$ cat src/rtl/sorter_pkg.sv
// rtl/sorter_pkg.sv - shared types and constants for the byte sorter sequencer
//
// Purpose: common byte type, sequencer state encoding, element count and
// output-direction constants used by sorter_seq and its environment.
package sorter_pkg;

  typedef logic [7:0] byte_t;

  typedef enum logic [1:0] {
    IDLE   = 2'd0,
    SETTLE = 2'd1,
    DRAIN  = 2'd2
  } seq_state_t;

  localparam int N_ELEM = 8;

  localparam logic ASC  = 1'b0;
  localparam logic DESC = 1'b1;

endpackage

$ cat src/rtl/sorter_seq.sv
// rtl/sorter_seq.sv - sequencing controller around an external 8-input byte sorter
//
// Purpose: fills an 8-byte operand bank from a valid/ready input stream,
// presents it to the external combinational sorter, waits SETTLE_CYC cycles,
// captures the sorted result and streams it out ascending or descending.
//
// Ports:
//   clk        rising-edge clock
//   rst_n      asynchronous active-low reset
//   flush      synchronous abort, back to IDLE, held data discarded
//   dir        output order (0 ascending, 1 descending), sampled on 8th accept
//   in_valid   input byte valid
//   in_ready   controller accepts an input byte (IDLE only)
//   in_data    input byte
//   sort_a     operand bank to sorter, byte i at [8i+7:8i]
//   sort_y     sorter result, byte i at [8i+7:8i], y0 smallest
//   out_valid  output byte valid
//   out_ready  consumer accepts an output byte
//   out_data   output byte
//   out_last   marks the 8th output byte
//   busy       block in progress or partial fill held
module sorter_seq
  import sorter_pkg::*;
#(
  parameter int SETTLE_CYC = 2,
  parameter int N          = 8
) (
  input  logic        clk,
  input  logic        rst_n,
  input  logic        flush,
  input  logic        dir,
  input  logic        in_valid,
  output logic        in_ready,
  input  logic [7:0]  in_data,
  output logic [63:0] sort_a,
  input  logic [63:0] sort_y,
  output logic        out_valid,
  input  logic        out_ready,
  output logic [7:0]  out_data,
  output logic        out_last,
  output logic        busy
);

  // The sorter is hard-wired to 8 lanes and the settle counter is 4 bits.
  if (N != N_ELEM) begin : g_bad_n
    $error("sorter_seq: N must equal 8");
  end
  if (SETTLE_CYC < 1 || SETTLE_CYC > 15) begin : g_bad_settle
    $error("sorter_seq: SETTLE_CYC must be in 1..15");
  end

  seq_state_t state, state_nxt;

  byte_t      bank [N_ELEM];
  byte_t      res  [N_ELEM];
  logic [2:0] wr_idx;
  logic [2:0] rd_idx;
  logic       dir_q;
  logic [3:0] settle_cnt;

  logic       in_acc;
  logic       out_acc;
  logic [2:0] first_idx;
  logic [2:0] last_idx;

  assign in_acc    = in_valid & in_ready;
  assign out_acc   = out_valid & out_ready;
  assign first_idx = (dir_q == DESC) ? 3'd7 : 3'd0;
  assign last_idx  = (dir_q == ASC)  ? 3'd7 : 3'd0;

  // Bank feeds the sorter directly; it only moves on IDLE accepts, so the
  // sorter input is frozen from the 8th accept until the next fill.
  for (genvar i = 0; i < N_ELEM; i++) begin : g_pack
    assign sort_a[8*i +: 8] = bank[i];
  end

  // res and rd_idx are both registers, so this mux is stable under stall.
  assign out_data = res[rd_idx];
  assign out_last = (state == DRAIN) && (rd_idx == last_idx);
  assign busy     = (state != IDLE) || (wr_idx != 3'd0);

  always_comb begin
    state_nxt = state;
    in_ready  = 1'b0;
    out_valid = 1'b0;
    case (state)
      IDLE: begin
        in_ready = 1'b1;
        if (in_valid && (wr_idx == 3'd7)) state_nxt = SETTLE;
      end
      SETTLE: begin
        if (settle_cnt == 4'd0) state_nxt = DRAIN;
      end
      DRAIN: begin
        out_valid = 1'b1;
        if (out_ready && out_last) state_nxt = IDLE;
      end
      default: state_nxt = IDLE;
    endcase
    if (flush) state_nxt = IDLE;
  end

  always_ff @(posedge clk or negedge rst_n) begin
    if (!rst_n) state <= IDLE;
    else        state <= state_nxt;
  end

  always_ff @(posedge clk or negedge rst_n) begin
    if (!rst_n) begin
      wr_idx     <= 3'd0;
      rd_idx     <= 3'd0;
      dir_q      <= 1'b0;
      settle_cnt <= 4'd0;
      for (int i = 0; i < N_ELEM; i++) begin
        bank[i] <= 8'h00;
        res[i]  <= 8'h00;
      end
    end else if (flush) begin
      // Bank is left as-is; the next fill overwrites every lane.
      wr_idx <= 3'd0;
      rd_idx <= 3'd0;
    end else begin
      if (in_acc) begin
        bank[wr_idx] <= in_data;
        if (wr_idx == 3'd7) begin
          dir_q      <= dir;
          settle_cnt <= 4'(SETTLE_CYC - 1);
          wr_idx     <= 3'd0;
        end else begin
          wr_idx <= wr_idx + 3'd1;
        end
      end
      if (state == SETTLE) begin
        if (settle_cnt == 4'd0) begin
          for (int i = 0; i < N_ELEM; i++) res[i] <= sort_y[8*i +: 8];
          rd_idx <= first_idx;
        end else begin
          settle_cnt <= settle_cnt - 4'd1;
        end
      end
      if (out_acc) begin
        rd_idx <= (dir_q == DESC) ? (rd_idx - 3'd1) : (rd_idx + 3'd1);
      end
    end
  end

endmodule

$ cat config.mk
export PLATFORM = sky130hd
export DESIGN_NAME = sorter_seq
export DESIGN_NICKNAME = d
export VERILOG_FILES = /design/src/rtl/sorter_pkg.sv /design/src/rtl/sorter_seq.sv
export SDC_FILE = /design/constraint.sdc
export NUM_CORES = 1
export LEC_CHECK = 0
export CAP_MARGIN = 20
export CORE_MARGIN = 2
export CORE_UTILIZATION = 35
export CTS_CLUSTER_DIAMETER = 30
export DETAILED_ROUTE_END_ITERATION = 10
export DONT_BUFFER_PORTS = 1
export GPL_TIMING_DRIVEN = 0
export PLACE_DENSITY_LB_ADDON = 0.15
export SLEW_MARGIN = 5
export SYNTH_ARGS = -nofsm -noshare
export SYNTH_HDL_FRONTEND = slang
export SYNTH_SLANG_ARGS = --single-unit
$ cat constraint.sdc
create_clock -name clk -period 2.7 [get_ports clk]
set_input_delay 0.405 -clock clk [delete_from_list [all_inputs] [get_ports clk]]
set_output_delay 0.405 -clock clk [all_outputs]
set_load 0.02 [all_outputs]
==> results.sh <==
export IMPL_outcome="finished, violations left"
export IMPL_violations="negative hold slack"
export IMPL_clkPwrFrac=0.483
export IMPL_rows=48
export IMPL_layout_drive_gt1_share=0.4266
export IMPL_post_route_drc_count=0
export IMPL_synth_cell_type_count=36
export IMPL_layout_cells_non_filler=663
export IMPL_fin_tns_setup_ns=0
export IMPL_crit_path_end_kind="register"
export IMPL_skew_ns=0.006456
export IMPL_place_congestion=0.7457
export IMPL_routedWlPerCell_um=21.47
export IMPL_worst_pin_slew_ns=0.7782
export IMPL_synthTopCellsByArea="dfrtp_1 (58%), mux2_2 (23%), mux4_2 (6.0%)"
export IMPL_grt_ovfl_total=0
export IMPL_synth_edf_count=0
export IMPL_rr_endpoint="sort_a[10]"
export IMPL_power_per_cell_area_nw_per_um2=745.6
export IMPL_holdWs_ns=-0.3138
export IMPL_dp_hpwl_um=9945
export IMPL_hp_class="in -> async"
export IMPL_antenna_found_initial=3
export IMPL_irDropWorstVdd_mv=0.4385
export IMPL_via_count=3488
export IMPL_critical_path_startpoint_type="register"
export IMPL_synth_seq_cells=141
export IMPL_arrival_ns=2.86
export IMPL_period_share=0.9487
export IMPL_synthCells=404
export IMPL_critical_path_class="reg -> reg"
export IMPL_p_switching_uw=1287
export IMPL_ant_nets=0
export IMPL_finalSetupViolations=0
export IMPL_grt_max_degree=142
export IMPL_clk_latency_ns=0.41
export IMPL_ys_seq_area_frac=0.5837
export IMPL_crit_required_ns=3.00
export IMPL_max_freq_mhz=390.4
export IMPL_synth_nets=489
export IMPL_fin_nets=508
export IMPL_swShare=0.2473
export IMPL_fp_coreArea_um2=17120
export IMPL_cts_htree_levels=4
export IMPL_via_per_inst=5.261
export IMPL_drt_total_wl_um=14240
export IMPL_power_frac_seq=0.484
export IMPL_async_flop_share=1.000
export IMPL_syn_area_per_cell_um2=14.96
export IMPL_grt_pass1_wl_um=21820
export IMPL_crit_top_cell="buf_2"
export IMPL_startpoint="state[1]"
export IMPL_cts_tree="yes"
export IMPL_dp_cells=629
export IMPL_port_buffers=0
export IMPL_die_h_um=135.4
export IMPL_dieWidth_um=135.4
export IMPL_synth_common_cells="dfrtp_1 (141), mux2_2 (125), nand2_1 (35)"
export IMPL_io_pin_count=154
export IMPL_cts_buffers_inserted=17
export IMPL_slew_viol_final=0
export IMPL_worstPathMaxFanout=9
export IMPL_p_int_uw=3917
export IMPL_syn_area_um2=6045
export IMPL_drtIter0Drc=114
export IMPL_finalHoldViolations=141
export IMPL_clock_sinks=141
export IMPL_max_slew_margin=0.4812
export IMPL_power_leakage_uw=0.003362
export IMPL_reg2reg_depth=7
export IMPL_cap_violations=0
export IMPL_die_area_um2=18340
export IMPL_path_clk_slew_ns=0.06
export IMPL_synth_area_leader_cell="dfrtp_1"
export IMPL_grt_setup_unrepaired="false"
export IMPL_slowest_stage="nor3_4"
export IMPL_synth_top_area_share=0.5837
export IMPL_rrSetupSlack_ns=0.14
export IMPL_synth_most_common_cell="dfrtp_1"
export IMPL_synth_ff_type="dfrtp_1"
export IMPL_grt_usage=0.1602
export IMPL_start_util=0.3531
export IMPL_combinationalPowerShare=0.033
export IMPL_area_delta_synth_final_pct=15.48
export IMPL_grt_pass1_vias=3801
export IMPL_path_cells="buf_2, or3b_1, clkbuf_1, or3_1, buf_2, nor3_4, mux2_2"
export IMPL_max_stage_delay_ns=0.49
export IMPL_synth_warnings=0
export IMPL_cts_root_buf="clkbuf_16"
export IMPL_layout_min_cycle_time_ns=2.561
export IMPL_cts_path_max_buffers=2
export IMPL_first_pass_iters=4
export IMPL_rr_startpoint="state[1]"
==> worst max-delay path by stage <==
stage             endpoint  slack (ns)  cells after the start
5_1_grt         sort_a[10]        0.02                      7
6_report        sort_a[10]        0.14                      7
3_5_place_dp   out_data[2]        0.05                      5
4_1_cts            res[30]        0.06                      5
3_3_place_gp   out_data[2]        0.02                      5
2_1_floorplan    sort_a[1]        0.50                      7
==> power groups by stage <==
stage | Clock (uW) | Sequential, uW | Combinational, uW
after floorplan | 0 | 2520 | 150
after global placement | 0 | 2560 | 163
after detailed placement | 0 | 2560 | 172
after CTS | 2580 | 2520 | 173
after global routing | 2670 | 2530 | 188
final | 2520 | 2520 | 170
==> area by class of cell <==
class | instances | area, um2
clock buffer | 17 | 425.4
fill | 1592 | 10140
tap | 225 | 281.5
multi-input combinational | 238 | 2427
buffer | 18 | 75.07
sequential | 141 | 3528
clock inverter | 15 | 211.5
antenna | 2 | 5.005
inverter | 7 | 26.28
==> layer usage <==
layer / up-vias / wire, um / global-route usage
met5: - / 16 / 0
met4: 2 / 193 / 0.06424
met3: 20 / 1019 / 0.05612
met2: 97 / 7038 / 0.2569
met1: 1858 / 5968 / 0.1988
li1: 1511 / - / -
==> worst max-delay path: cells and delay by family, from the launching register on <==
family	cells	cell delay, ns
simple gates	3	1.16
buf+inv	3	0.52
mux	1	0.41
flops	1	0.35
==> what timing repair did <==
item	CTS	global route
endpoints found under the setup margin	8	60
gates resized for setup	4	2
endpoints found under the hold margin	141	141
setup buffers	0	0
gates cloned	0	0
==> through the flow <==
step	util	total power, uW	area, um2	hold WS (ns)	setup WS, ns
2_1_floorplan	-	2669	6045	0.1094	0.4983
3_3_place_gp	0.3696	2723	6326	0.1155	0.01911
3_5_place_dp	0.3696	2735	6326	0.1195	0.05244
4_1_cts	0.4071	5278	6968	-0.3340	0.06391
5_1_grt	0.4077	5391	6978	-0.3383	0.02364
6_report	0.4078	5204	6980	-0.3138	0.1386
==> state kept, by name, summed over array words and instances, names as in the netlist <==
register / flops
settle_cnt: 4
state: 2
sort_a: 64
wr_idx: 3
dir_q: 1
rd_idx: 3
res: 64
==> kinds of logic (layout without fill, tap and decap cells) <==
kind of cell | Yosys count | count (layout) | share of synthesized area
xor gates and xnor gates | 1 | 1 | 0.001449
other | 0 | 2 | 0
and+or+nand+nor | 65 | 65 | 0.06044
buffers and inverters | 25 | 57 | 0.01594
DFF | 141 | 141 | 0.5837
muxes | 146 | 146 | 0.3018
adders and majority gates | 7 | 7 | 0.01573
AOI/OAI and AO/OA | 19 | 19 | 0.02091
==> cell usage in the layout (no fill, tap or decap), types with 2 or more instances in the layout <==
cell type and count:
a21oi_1 7, buf_2 2, nor3b_1 2, nor3b_2 2, or3_1 3, clkbuf_1 12
nand4_1 2, mux4_2 16, a31oi_1 2, nor3_4 4, clkbuf_16 17, bufinv_16 4
nand2b_1 2, nand3_1 7, mux2_2 125, clkinv_4 3, diode_2 2, mux2_1 5
ha_1 6, clkinvlp_4 3, clkinv_1 3, clkbuf_2 4, inv_6 3, o22ai_1 3
nor2_1 2, dfrtp_1 141, nand2_1 34, inv_1 4
(Power assumes the default switching activity.)
